**src/rtl/cfg_mux_bank_pkg.sv**
```systemverilog
// Shared definitions for the run-time configurable mux bank: width helpers
// and the encoding of a commit outcome.
package cfg_mux_bank_pkg;

  function automatic int clog2(input int value);
    int r;
    r = 0;
    while ((1 << r) < value) r++;
    return r;
  endfunction

  function automatic int sel_width(input int num_in);
    return clog2(num_in);
  endfunction

  function automatic int chain_width(input int num_in, input int num_out);
    return clog2(num_in) * num_out;
  endfunction

  // Result of the previous edge's commit request; drives the done/err pulses.
  typedef enum logic [1:0] {
    CMT_NONE = 2'd0,
    CMT_DONE = 2'd1,
    CMT_ERR  = 2'd2
  } commit_res_e;

endpackage

```
**src/rtl/cfg_mux_bank_if.sv**
```systemverilog
// Data and configuration-chain signals of one cfg_mux_bank.
// Commit handshake: cfg_commit is a single-cycle request with no back-pressure;
// exactly one of cfg_done/cfg_err pulses on the following cycle (none if rst).
interface cfg_mux_bank_if #(
    parameter int NUM_IN  = 4,
    parameter int NUM_OUT = 2
);
    logic [NUM_IN-1:0]  in;
    logic [NUM_OUT-1:0] out;
    logic               cfg_en;
    logic               cfg_din;
    logic               cfg_dout;
    logic               cfg_commit;
    logic               cfg_done;
    logic               cfg_err;

    modport master (
        output in, cfg_en, cfg_din, cfg_commit,
        input  out, cfg_dout, cfg_done, cfg_err
    );

    modport slave (
        input  in, cfg_en, cfg_din, cfg_commit,
        output out, cfg_dout, cfg_done, cfg_err
    );
endinterface

```
**src/rtl/cfg_mux_bank_sel.sv**
```systemverilog
// One output of the bank: NUM_IN:1 select with out-of-range fields decoding
// to 0, optionally followed by an output register.
module cfg_mux_sel #(
    parameter int NUM_IN  = 4,
    parameter int SEL_W   = 2,
    parameter int REG_OUT = 1
) (
    input  logic              clk,
    input  logic              rst,
    input  logic [NUM_IN-1:0] in,
    input  logic [SEL_W-1:0]  sel,
    output logic              out
);
    logic d;
    logic q;

    // A select value with no matching input leaves d at 0.
    always_comb begin
        d = 1'b0;
        for (int i = 0; i < NUM_IN; i++) begin
            if (int'(sel) == i) d = in[i];
        end
    end

    always_ff @(posedge clk) begin
        if (rst) q <= 1'b0;
        else     q <= d;
    end

    assign out = (REG_OUT != 0) ? q : d;
endmodule

```
**src/rtl/cfg_mux_bank.sv**
```systemverilog
// N-input, M-output mux bank whose selects come from an active register
// loaded from a serial shadow chain on an explicit commit.
module cfg_mux_bank
    import cfg_mux_bank_pkg::*;
#(
    parameter int NUM_IN      = 4,
    parameter int NUM_OUT     = 2,
    parameter int REG_OUT     = 1,
    parameter int DEFAULT_SEL = 0
) (
    input logic           clk,
    input logic           rst,
    cfg_mux_bank_if.slave bus
);
    localparam int SEL_W = sel_width(NUM_IN);
    localparam int CW    = chain_width(NUM_IN, NUM_OUT);
    localparam int CNT_W = clog2(CW + 1);

    localparam logic [SEL_W-1:0] DSEL     = SEL_W'(DEFAULT_SEL);
    localparam logic [CW-1:0]    RST_CFG  = {NUM_OUT{DSEL}};
    localparam logic [CNT_W-1:0] CNT_FULL = CNT_W'(CW);

    logic [CW-1:0]      shadow;
    logic [CW-1:0]      shadow_nx;
    logic [CW-1:0]      active;
    logic [CNT_W-1:0]   cnt;
    commit_res_e        result;
    logic [NUM_OUT-1:0] out_w;

    // Written as shift-and-or so a one-bit chain needs no special case.
    assign shadow_nx = (shadow << 1) | CW'(bus.cfg_din);

    // Commit wins over shift; the counter saturates so over-long streams still
    // commit the most recent CW bits.
    always_ff @(posedge clk) begin
        if (rst) begin
            shadow <= RST_CFG;
            active <= RST_CFG;
            cnt    <= '0;
            result <= CMT_NONE;
        end else begin
            result <= CMT_NONE;
            if (bus.cfg_commit) begin
                cnt <= '0;
                if (cnt == CNT_FULL) begin
                    active <= shadow;
                    result <= CMT_DONE;
                end else begin
                    result <= CMT_ERR;
                end
            end else if (bus.cfg_en) begin
                shadow <= shadow_nx;
                if (cnt != CNT_FULL) cnt <= cnt + CNT_W'(1);
            end
        end
    end

    assign bus.cfg_dout = shadow[CW-1];
    assign bus.cfg_done = (result == CMT_DONE);
    assign bus.cfg_err  = (result == CMT_ERR);

    for (genvar j = 0; j < NUM_OUT; j++) begin : g_out
        cfg_mux_sel #(
            .NUM_IN  (NUM_IN),
            .SEL_W   (SEL_W),
            .REG_OUT (REG_OUT)
        ) u_sel (
            .clk (clk),
            .rst (rst),
            .in  (bus.in),
            .sel (active[j*SEL_W +: SEL_W]),
            .out (out_w[j])
        );
    end

    assign bus.out = out_w;
endmodule

```
**src/flat_wrapper.sv**
```systemverilog
// flat-port wrapper written by rule: the top's interface ports become plain ports
module cfg_mux_bank_flat import cfg_mux_bank_pkg::*;
#(
    parameter int NUM_IN      = 4,
    parameter int NUM_OUT     = 2,
    parameter int REG_OUT     = 1,
    parameter int DEFAULT_SEL = 0
)
  (clk, rst, bus_in, bus_cfg_en, bus_cfg_din, bus_cfg_commit, bus_out, bus_cfg_dout, bus_cfg_done, bus_cfg_err);
  cfg_mux_bank_if #(.NUM_IN(NUM_IN), .NUM_OUT(NUM_OUT)) bus_i ();
  input logic clk;
  input logic rst;
  input wire logic [$bits(bus_i.in)-1:0] bus_in;
  input wire logic [$bits(bus_i.cfg_en)-1:0] bus_cfg_en;
  input wire logic [$bits(bus_i.cfg_din)-1:0] bus_cfg_din;
  input wire logic [$bits(bus_i.cfg_commit)-1:0] bus_cfg_commit;
  output wire logic [$bits(bus_i.out)-1:0] bus_out;
  output wire logic [$bits(bus_i.cfg_dout)-1:0] bus_cfg_dout;
  output wire logic [$bits(bus_i.cfg_done)-1:0] bus_cfg_done;
  output wire logic [$bits(bus_i.cfg_err)-1:0] bus_cfg_err;
  assign bus_i.in = bus_in;
  assign bus_i.cfg_en = bus_cfg_en;
  assign bus_i.cfg_din = bus_cfg_din;
  assign bus_i.cfg_commit = bus_cfg_commit;
  assign bus_out = bus_i.out;
  assign bus_cfg_dout = bus_i.cfg_dout;
  assign bus_cfg_done = bus_i.cfg_done;
  assign bus_cfg_err = bus_i.cfg_err;
  cfg_mux_bank #(.NUM_IN(NUM_IN), .NUM_OUT(NUM_OUT), .REG_OUT(REG_OUT), .DEFAULT_SEL(DEFAULT_SEL)) u_core (.clk(clk), .rst(rst), .bus(bus_i));
endmodule
```
**config.mk**
```make
export PLATFORM = sky130hd
export DESIGN_NAME = cfg_mux_bank_flat
export DESIGN_NICKNAME = d
export VERILOG_FILES = /design/src/rtl/cfg_mux_bank_pkg.sv /design/src/rtl/cfg_mux_bank_if.sv /design/src/rtl/cfg_mux_bank_sel.sv /design/src/rtl/cfg_mux_bank.sv /design/src/flat_wrapper.sv
export SDC_FILE = /design/constraint.sdc
export NUM_CORES = 1
export LEC_CHECK = 0
export BUFFER_PORTS_ARGS = -buffer_cell sky130_fd_sc_hd__buf_2
export CORE_MARGIN = 2
export CORE_UTILIZATION = 30
export DETAILED_ROUTE_END_ITERATION = 8
export PLACE_DENSITY_LB_ADDON = 0.12
export SLEW_MARGIN = 30
export SYNTH_ARGS = -nofsm -noshare
export SYNTH_HDL_FRONTEND = slang
export SYNTH_SLANG_ARGS = --single-unit
export TNS_END_PERCENT = 30
```
**constraint.sdc**
```tcl
create_clock -name clk -period 1.1 [get_ports clk]
set_input_delay 0.055 -clock clk [delete_from_list [all_inputs] [get_ports clk]]
set_output_delay 0.055 -clock clk [all_outputs]
set_load 0.01 [all_outputs]
```
Word level (Yosys, flattened, before mapping) --
Index checks and enable logic that the tools add are counted.
Word-level totals: flip-flop bits (word level) 15, output and inout bits 5
Cells by class: add/subtract/negate cells 1, equality and inequality tests 10, mux-type cells 9, bitwise logic cells 2, reduce and logical (&&, ||, !) cells 7
Operators by type and width (number):
- 2-bit equality test, second input constant | 5
- 1-bit 2-to-1 mux | 8
- 2-bit by 1-bit equality test with 1-bit output, second input constant | 3
- 2-bit AND reduction | 3
- 2-bit logical NOT | 2
- 4-bit by 1-bit OR with 4-bit output | 1
- 2-bit OR reduction | 2
- 3-bit by 1-bit adder with 3-bit output, second input constant | 1
- 3-bit equality test, second input constant | 1
- 3-bit != test, second input constant | 1
- 2-bit 2-to-1 mux | 1
- 1-bit NOT | 1

Depth between registers and ports, before layout --
Gate-level depths: netlist of the first run.
depth after elaboration 5, depth in mapped cells 5, mapped depth without buffers 5

Cells and area by module --
A second synthesis of the first run with hierarchy kept.
Unflattened totals: cells, all modules 58, area, all modules 634.4 sq um
By module, submodules not included:
- cfg_mux_bank | instances 1, cells each 52, area an instance 521.8 sq um, seq. area each 260.2 sq um
- cfg_mux_sel | instances 2, cells each 3, area an instance 56.3 sq um, seq. area each 20.0 sq um

Worst setup path after synthesis of the first run --
Ideal clock, no wire load.
path type reg-to-reg, start point register u_core.cnt[0], end point register u_core.cnt[1], setup time 118 ps, arrival 1048 ps, data required time 982 ps, path slack -66 ps, cell stages (with the launch flop) 6, path buffers 0, cell sequence dfxtp_1 inv_1 ha_1 a21boi_2 mux2i_1 nor3_1
Between the ends: cells in the longest elaborated chain, start to end 2, elaborated cells between the ends (all ways) 3, classes of those cells add/sub: 1; eq/ne: 1; reduce/logical: 1
Ends and longest elaborated chain:
- start, declared | line cfg_mux_bank.sv:26 | logic [CNT_W-1:0] cnt;
- start signal, assigned | line cfg_mux_bank.sv:53 | if (cnt != CNT_FULL) cnt <= cnt + CNT_W'(1);
- parallel branches: the longest is 2 deep, another holds 3-bit by 1-bit adder with 3-bit output
Parallel ways; which one is timed is not known. A chain may end at the register's enable or synchronous reset.

Worst setup path in the final report of the first run --
Ends and elaborated chain as after synthesis.

==> key figures, run 1 <==
Timing
  • Tightest Pin Transition: 342 ps
  • Slew HR: 0.772
  • Fin. Hold Viols: 0
  • Fin worst setup slack: -8.27 ps
  • Clk_skew: 4.60 ps
  • Slew Limit Fails: 0
  • Final setup vio count: 2
  • WHS: 56.8 ps
  • Final min period: 1110 ps
  • RSZ-0062 raised after global routing: true
  • Max Fclk: 0.902 GHz
  • Final period utilization: 1.01

Final layout
  • Nets: 89
  • Fillers: 211
  • Share of layout cells above drive strength 1: 0.468
  • Synthesis-to-finish area growth: 30.8%
  • Final non-filler cell total: 104
  • Antenna cells: 0

Logic synthesis
  • Synth top area share: 0.464
  • Top cells by area, synth: dfxtp_1 (46%), mux2i_1 (14%), mux4_2 (7.0%)
  • Netlist cell types: 19
  • Mapped Area: 647 um^2
  • YS warnings: 0
  • Net Count, Synth: 70
  • Seq/Total Area, Yosys: 0.464
  • Mean Syn Cell Area: 11.0 um^2
  • Synthesized instance count: 59
  • Yosys reg bits: 15
  • Area leader, netlist: dfxtp_1

Setup path
  • Reg2Reg Setup Slack: -8 ps
  • WP data arrival: 1260 ps
  • WS Path Type: flip-flop to flip-flop
  • Cell Chain, Critical Path: inv_2 -> ha_4 -> a21boi_4 -> mux2i_1 -> nor3_1
  • CP Launch Point: u_core.cnt[0]
  • CP max stage delay: 380 ps
  • Worst path slowest cell: dfxtp_4
  • Endpoint class of the critical path: flip-flop
  • CP Capture Point: u_core.cnt[1]
  • Worst Setup Start Kind: flip-flop
  • Register-to-Register Path Depth: 5
  • Maximum net fanout on the critical path: 3
  • Worst r2r dst: u_core.cnt[1]
  • WP data required: 1250 ps
  • Reg-to-Reg Start: u_core.cnt[0]

Detailed routing
  • Antenna Nets Post-Route: 0
  • Wirelength per Cell: 9.74 um
  • DR vias/cell: 4.27
  • Post-Route WL: 1010 um
  • Via Count: 444
  • DRC: 0
  • Iter 0 DRT Violations: 6
  • DR pass1 iterations: 3

Die
  • Ports: 14
  • Chip Height: 50.4 um
  • CORE AREA: 0.00200 mm^2
  • Std cell rows: 16
  • Initial Util: 0.323
  • Die ar.: 0.00254 mm^2
  • Die Wd: 50.4 um

Hold path
  • Min-Delay Path Class: input port to flip-flop

Clock tree
  • Clk sinks: 15
  • CTS H-Tree Depth: 1
  • CTS tree: built
  • Clock Latency Late Sink: 270 ps
  • Clock Path Buffers: 2
  • Reg clk slew, reported paths: 80 ps
  • Cts bufs inserted: 3
  • Root Buffer: clkbuf_4

GRT
  • First-pass GRT wire length: 1730 um
  • GRT overflow: 0
  • Vias in the first global route: 397
  • Initial antenna violation count: 0
  • Maximum number of pins on one net before global-route repair: 16
  • GRT Total Usage: 0.0966

Pwr
  • PwrDens: 1140 mW/mm^2
  • Peak VDD IR: 0.000441 V
  • Leakage: 0.370 nW

Placement
  • Cells after DPL: 98
  • Place WS: -39.6 ps
  • Port Buffers: 13
  • GPL Wtd Cong: 0.661
  • HPWL after DPL: 738 um

Run status
  • Failing checks: setup timing
  • Outcome: complete, but fails checks

Job
  • Total of max-cap violations: 0
[per-stage QoR]
step	util	power, mW	instance area, um^2	TNS, ps
floorplan	-	0.627	651	0
global placement	0.373	0.664	747	-24.7
detailed placement	0.373	0.662	747	-73.6
CTS	0.401	0.983	802	-11.3
global route	0.423	1.04	846	-243
finish	0.423	0.966	846	-9.51
[cells by family (layout without fill, tap and decap cells)]
logic type,after synthesis,in the layout,share of synthesized area
muxes,11,11,0.209
and+or+nand+nor,19,19,0.170
AOI/OAI and AO/OA,4,4,0.0483
xor gates and xnor gates,1,1,0.0135
DFF,15,15,0.464
buffers and inverters,7,25,0.0561
adders and majority gates,2,2,0.0387
[how the worst min path moves through the flow]
| stage | slack, ps | end | start | depth (start not counted) |
|---|---|---|---|---|
| after floorplan | 120 | u_core.g_out[0].u_sel.out | rst | 1 |
| after detailed placement | 300 | u_core.shadow[0] | bus_cfg_din | 3 |
| after global routing | 40 | u_core.cnt[2] | bus_cfg_commit | 2 |
| after CTS | 2 | u_core.shadow[0] | bus_cfg_din | 3 |
| final | 60 | u_core.cnt[2] | bus_cfg_commit | 2 |
| after global placement | 300 | u_core.shadow[0] | bus_cfg_din | 3 |
[metal layers]
metal	vias up	global-route usage	wire length, um
met2	11	0.138	453
li1	235	-	-
met1	196	0.111	477
met3	2	0.0565	69
met4	0	0.0541	12
met5	-	0	0
[layout by cell type (no fill, tap or decap), types with 3 or more instances in the layout]
cell type and count:
buf_2 13, buf_4 3, clkbuf_4 3, dfxtp_1 11, dfxtp_2 3, mux2i_1 9, nor2_1 9, nor2b_1 3
[sequential cells by signal, indices dropped and copies added (netlist names)]
signal / flops
u_core.g_out.u_sel.out: 2
u_core.shadow: 4
u_core.cnt: 3
u_core.active: 4
u_core.result: 2
[Yosys cell counts, drive strengths merged]
master  instances
a211oi          2
a21boi          1
buf             3
clkbuf          1
dfxtp          15
ha              2
inv             3
mux2i           9
mux4            2
nand2           1
nand3           1
nor2            9
nor2b           5
nor3            2
o21ai           1
or2             1
xnor2           1
[power by group]
group          switching (mW)  internal (mW)  total, mW  leakage (nW)
combinational          0.0460         0.0565      0.102         0.231
sequential            0.00664          0.553      0.559         0.124
clock                   0.164          0.140      0.304        0.0150
[final cells by class]
| cell class | instances | area, um^2 | area share |
|---|---|---|---|
| multi-input cells | 37 | 358 | 0.423 |
| repair buffers | 18 | 109 | 0.129 |
| clock buffers | 4 | 26.3 | 0.0311 |
| flip-flops and latches | 15 | 308 | 0.364 |
| inverters | 3 | 11.3 | 0.0133 |
| well taps | 27 | 33.8 | 0.0399 |
[worst max-delay path, delay by kind of cell, from the launching register on]
| family | cells | cell delay, ps |
|---|---|---|
| muxes | 1 | 190 |
| adders and majority gates | 1 | 170 |
| and+or+nand+nor | 1 | 50 |
| AOI/OAI and AO/OA | 1 | 150 |
| DFF | 1 | 380 |
| buffers and inverters | 1 | 50 |
[timing repair]
action                                  4_1_cts  5_1_grt
endpoints found under the setup margin        8        8
hold buffers                                  0        1
pin swaps                                     4        5
endpoints found under the hold margin         0        1
gates resized for setup                       7        9
buffers inserted                              1        0
Power figures use the tool's default switching activity.
==> run 2: changes to the inputs <==
Settings changed: PLACE_DENSITY set to 0.62, PLACE_DENSITY_LB_ADDON 0.12 to not set.
==> run 2 against run 1 <==
  * Core utilization is 2.6 points lower
  * The flow now finishes without violations
  * Largest cell class unchanged
  * Combinational power is 7% lower
  * Global-route usage is 0.13 points lower
  * Register-to-register slack hardly changed
==> key figures, run 2 (synthesized netlist as in run 1, its figures left out) <==
Pwr
  • Peak VDD IR: 0.000589 V (+33%)
  • PwrDens: 1210 mW/mm^2 (+5.5%)
  • Clock power frac: 0.316 (about the same)
  • Cell Int Power: 0.746 mW (-0.53%)
  • Tot Pwr: 0.957 mW (-0.88%)
  • Leakage: 0.357 nW (-3.6%)
  • Switching power: 0.212 mW (-2.1%)
  • Gate power share: 0.100 (-0.006)
  • Reg power frac: 0.585 (+0.006)
  • Sw Share: 0.221 (-0.00276)

Die
  • Std cell rows: 16 (unchanged)
  • Chip Height: 50.4 um (unchanged)
  • Die Wd: 50.4 um (unchanged)
  • CORE AREA: 0.00200 mm^2 (unchanged)
  • Die ar.: 0.00254 mm^2 (unchanged)
  • Initial Util: 0.323 (unchanged)
  • Ports: 14 (unchanged)

GRT
  • Layer with the highest usage: met2
  • Initial antenna violation count: 0 (unchanged)
  • Vias in the first global route: 441 (+11%)
  • First-pass GRT wire length: 1790 um (+3.6%)
  • Grt met2 use: 0.156 (+0.0175)
  • Met1 global-route usage: 0.102 (-0.00928)
  • GRT Total Usage: 0.0953 (-0.00125)
  • Grt met3 use: 0.0149 (-0.0417)
  • Maximum number of pins on one net before global-route repair: 16 (unchanged)
  • GRT overflow: 0 (unchanged)

Final layout
  • Synthesis-to-finish area growth: 22.8%
  • Commonest non-fill, non-tap cells in the layout: buf_2 (13), dfxtp_1 (11), mux2i_1 (9), nor2_1 (9), dfxtp_2 (4)
  • Share of layout cells above drive strength 1: 0.419 (-0.0486)
  • Antenna cells: 0 (unchanged)
  • Commonest non-fill, non-tap cell in the layout: buf_2
  • Design Area, Final: 795 um^2 (-6.1%)
  • Top flop regs: u_core.active: 4 flops, u_core.shadow: 4 flops, u_core.cnt: 3 flops
  • Nets: 86 (-3.4%)

Clock tree
  • CTS H-Tree Depth: 1 (unchanged)
  • Post-CTS setup buffer count: 0 (-1)
  • Cts-stage hold buffer count: 0 (unchanged)
  • CTS tree: built
  • Cts bufs inserted: 3 (unchanged)
  • Clock Path Buffers: 2 (unchanged)
  • Root Buffer: clkbuf_4
  • Clk sinks: 15 (unchanged)
  • Reg clk slew, reported paths: 80 ps (about the same)
  • Clock Latency Late Sink: 280 ps (about the same)

Placement
  • GPL Wtd Cong: 0.663 (+0.33%)
  • Placed inst area: 739 um^2 (-1.0%)
  • Port Buffers: 13 (unchanged)

Detailed routing
  • DR vias/cell: 4.38 (+2.5%)
  • Antenna Nets Post-Route: 0 (unchanged)
  • DRC: 0 (unchanged)
  • Post-Route WL: 1020 um (+0.49%)
  • Wirelength per Cell: 10.1 um (+3.5%)
  • DR pass1 iterations: 1 (-2)
  • Via Count: 442 (-0.45%)
  • Iter 0 DRT Violations: 0 (-6)

Run status
  • Outcome: complete, no violations

Timing
  • Slew HR: 0.782 (+0.00976)
  • Fin. Hold Viols: 0 (unchanged)
  • RSZ-0062 raised after global routing: true
  • Final min period: 1100 ps (-8.45 ps)
  • Clk_skew: 0.599 ps (-4.00 ps)
  • Slew Limit Fails: 0 (unchanged)
  • Final setup vio count: 0 (-2)
  • Tightest Pin Transition: 328 ps (-14.6 ps)
  • Max Fclk: 0.909 GHz (+0.77%)
  • Final period utilization: 1.00 (-0.00768)

Setup path
  • WP data required: 1260 ps (about the same)
  • Maximum net fanout on the critical path: 4 (+1)
  • CP max stage delay: 350 ps (-30 ps)
  • Endpoint class of the critical path: flip-flop
  • Worst path slowest cell: dfxtp_2
  • Worst Setup Start Kind: flip-flop
  • Cell Chain, Critical Path: inv_2 -> ha_4 -> a21boi_4 -> mux2i_1 -> nor3_1
  • WP data arrival: 1260 ps (about the same)
  • WS Path Type: flip-flop to flip-flop

Hold path
  • Min-Delay Path Class: input port to flip-flop

Job
  • Total of max-cap violations: 0 (unchanged)
[run 2: cell count changes in the layout (fill, tap and decap cells not counted), sizes merged]
cell         previous run  this run
buf                    17        15
dlygate4sd3             1         0
[run 2: routing by layer]
layer | part of all wire | vias up | wire [um]
met5 | 0 | - | 0
met3 | 0.068 | 4 | 69
met1 | 0.40 | 198 | 407
li1 | - | 226 | -
met2 | 0.49 | 14 | 500
met4 | 0.041 | 0 | 42
[run 2: path summary, 6_finish.rpt]
| path | start | to | slack (ps) | depth (start not counted) |
|---|---|---|---|---|
| min | bus_cfg_din | u_core.shadow[0] | 10 | 3 |
| max | u_core.cnt[0] | u_core.cnt[1] | 0.2 | 5 |
| min reg2reg | u_core.active[2] | u_core.active[2] | 520 | 2 |
| max reg2reg | u_core.cnt[0] | u_core.cnt[1] | 0.2 | 5 |
[run 2: final cells by class]
type / count / area [um^2]
fillers: 206 / 1210
inverters: 3 / 11.3
repair buffers: 15 / 80.1
flip-flops and latches: 15 / 305
well taps: 27 / 33.8
multi-input cells: 37 / 338
clock buffers: 4 / 26.3
[run 2: power groups by stage]
stage                     logic [mW]  clock network, mW  registers [mW]
after global placement        0.0859                  0           0.572
after detailed placement      0.0870                  0           0.572
after floorplan               0.0555                  0           0.572
final                         0.0953              0.302           0.560
after CTS                     0.0947              0.317           0.560
after global routing           0.107              0.334           0.561
[run 2: metrics by stage]
step                      setup TNS, ps  hold slack (ps)   util  instances  setup slack (ps)
after floorplan                       0              119      -         59              20.9
after global routing               -275             46.7  0.397        101             -71.6
final                                 0             13.1  0.397        101             0.178
after global placement            -19.3              294  0.369         97             -19.3
after detailed placement           -104              307  0.369         97             -55.4
after CTS                         -24.7             11.8  0.393        101             -20.3
[run 2: what timing repair did]
| item | 4_1_cts | 5_1_grt |
|---|---|---|
| resized for setup | 6 | 2 |
| setup endpoints to repair | 7 | 9 |
| pin swaps | 2 | 2 |
[run 2: worst max-delay path, delay by kind of cell, from the launching register on]
kind	cells	cell delay, ps
flops	1	350
compound gates	1	160
simple gates	1	50
buf+inv	1	50
fa+ha+maj	1	180
mux	1	190
==> run 3: changes to the inputs <==
Settings changed: SETUP_SLACK_MARGIN set to 0.4.
==> run 3 against run 2 <==
  * The flow now finishes with violations (setup timing)
  * Via count grew 1.8%
  * Non-clock buffer count is the same
  * Critical path depth is the same
  * Sequential power is essentially flat
  * Cell area grew 1.4%
  * Count of clock-buffer cells in the layout shrank 1
  * Flip-flop and latch count is the same
  * First-iteration DRC count grew 6
  * Fmax shrank 0.73%
  * Largest power group unchanged
==> key figures, run 3 (synthesized netlist as in run 1, its figures left out) <==
Run status
  • Outcome: complete, but fails checks
  • Failing checks: setup timing

Final layout
  • Layout Utilization: 0.403 (+0.00563)
  • Antenna cells: 0 (unchanged)
  • Final non-filler cell total: 101 (unchanged)
  • Share of layout cells above drive strength 1: 0.473 (+0.0541)
  • Top flop regs: u_core.active: 4 flops, u_core.shadow: 4 flops, u_core.cnt: 3 flops
  • Commonest non-fill, non-tap cell in the layout: buf_2
  • Design Area, Final: 806 um^2 (+1.4%)
  • Synthesis-to-finish area growth: 24.6%
  • Nets: 86 (unchanged)
  • Commonest non-fill, non-tap cells in the layout: buf_2 (12), mux2i_1 (9), nor2_1 (9), dfxtp_1 (8), dfxtp_2 (7)

Detailed routing
  • DRC: 0 (unchanged)
  • DR vias/cell: 4.46 (+1.8%)
  • Antenna Nets Post-Route: 0 (unchanged)
  • Wirelength per Cell: 10.1 um (unchanged)
  • Post-Route WL: 1020 um (unchanged)
  • Iter 0 DRT Violations: 6 (+6)
  • DR pass1 iterations: 4 (+3)
  • Via Count: 450 (+1.8%)

Hold path
  • Min-Delay Path Class: input port to flip-flop

Setup path
  • WP data required: 1260 ps (about the same)
  • WS Path Type: flip-flop to flip-flop
  • Maximum net fanout on the critical path: 4 (unchanged)
  • Worst Setup Start Kind: flip-flop
  • Cell Chain, Critical Path: inv_2 -> ha_4 -> a21boi_4 -> mux2i_1 -> nor3_1
  • CP max stage delay: 360 ps (about the same)
  • Worst path slowest cell: dfxtp_2
  • Endpoint class of the critical path: flip-flop
  • Buf/Inv on CP: 1 (unchanged)
  • WP data arrival: 1270 ps (about the same)
  • CP top delay family: flip-flops

Die
  • CORE AREA: 0.00200 mm^2 (unchanged)
  • Die ar.: 0.00254 mm^2 (unchanged)
  • Std cell rows: 16 (unchanged)
  • Die Wd: 50.4 um (unchanged)
  • Ports: 14 (unchanged)
  • Initial Util: 0.323 (unchanged)
  • Chip Height: 50.4 um (unchanged)

Timing
  • Final period utilization: 1.01 (+0.00733)
  • RSZ-0062 raised after global routing: true
  • Post-Route Setup TNS: -7.88 ps (-7.88 ps)
  • Slew HR: 0.782 (about the same)
  • WHS: 14.9 ps (+1.75 ps)
  • Final setup vio count: 1 (+1)
  • Tightest Pin Transition: 326 ps (-1.08 ps)
  • Clk_skew: 9.80 ps (+9.20 ps)
  • Slew Limit Fails: 0 (unchanged)
  • Max Fclk: 0.903 GHz (-0.73%)
  • Fin. Hold Viols: 0 (unchanged)
  • Final min period: 1110 ps (+8.06 ps)
  • Fin worst setup slack: -7.88 ps (-8.06 ps)

GRT
  • First-pass GRT wire length: 1700 um (-5.0%)
  • Initial antenna violation count: 0 (unchanged)
  • GRT overflow: 0 (unchanged)
  • GRT Total Usage: 0.0910 (-0.00433)
  • Maximum number of pins on one net before global-route repair: 16 (unchanged)
  • Vias in the first global route: 423 (-4.1%)

Clock tree
  • Clock Latency Late Sink: 280 ps (about the same)
  • Root Buffer: clkbuf_4
  • CTS tree: built
  • Cts bufs inserted: 3 (unchanged)
  • CTS H-Tree Depth: 1 (unchanged)
  • Reg clk slew, reported paths: 80 ps (about the same)
  • Clk sinks: 15 (unchanged)
  • Clock Path Buffers: 2 (unchanged)
  • Cts-stage hold buffer count: 0 (unchanged)

Placement
  • HPWL after DPL: 763 um
  • Placed inst area: 746 um^2 (+0.85%)
  • GPL Wtd Cong: 0.701 (+5.8%)
  • Place WS: -17.0 ps (+38.4 ps)
  • Cells after DPL: 96 (-1.0%)
  • Port Buffers: 13 (unchanged)

Pwr
  • Leakage: 0.361 nW (+1.1%)
  • Peak VDD IR: 0.000467 V (-21%)
  • Tot Pwr: 0.967 mW (+0.97%)
  • PwrDens: 1200 mW/mm^2 (-0.44%)

Job
  • Total of max-cap violations: 0 (unchanged)
## run 3: changes by cell type in the layout (fill, tap and decap cells not counted), sizes merged
cell	before	now
clkbuf	4	3
clkinv	0	1
## run 3: final timing paths
check                           slack (ps)          endpoint             start  depth (start not counted)
worst max register to register          -8     u_core.cnt[1]     u_core.cnt[1]                          5
worst max-delay path                    -8     u_core.cnt[1]     u_core.cnt[1]                          5
worst min register to register         520  u_core.active[2]  u_core.active[2]                          2
worst min-delay path                    10  u_core.shadow[0]       bus_cfg_din                          3
## run 3: layout make-up
type | instances | area (um^2)
fillers | 214 | 1200
clock buffers | 3 | 22.5
repair buffers | 15 | 86.3
multi-input cells | 37 | 338
clock inverters | 1 | 5.00
well taps | 27 | 33.8
flip-flops and latches | 15 | 309
inverters | 3 | 11.3
## run 3: repair_timing
action | CTS | global route
endpoints found under the setup margin | 16 | 16
gates resized for setup | 6 | 0
pin swaps | 1 | 1
hold endpoints to repair | 0 | 0
buffers inserted | 1 | 0
## run 3: metal layers
layer  part of all wire  track usage  up-vias
met3              0.052       0.0298        2
li1                   -            -      226
met2               0.50        0.154       12
met5                  0            0        -
met1               0.43       0.0929      210
met4              0.013       0.0676        0
## run 3: worst min-delay path, cell delays in order
cell	delay, ps
buf_2	80
mux2i_1	50
nor2_1	70
## run 3: report_power, final
group	internal, mW	switching (mW)	total (mW)
clock	0.135	0.177	0.312
sequential	0.554	0.00586	0.560
combinational	0.0506	0.0440	0.0946
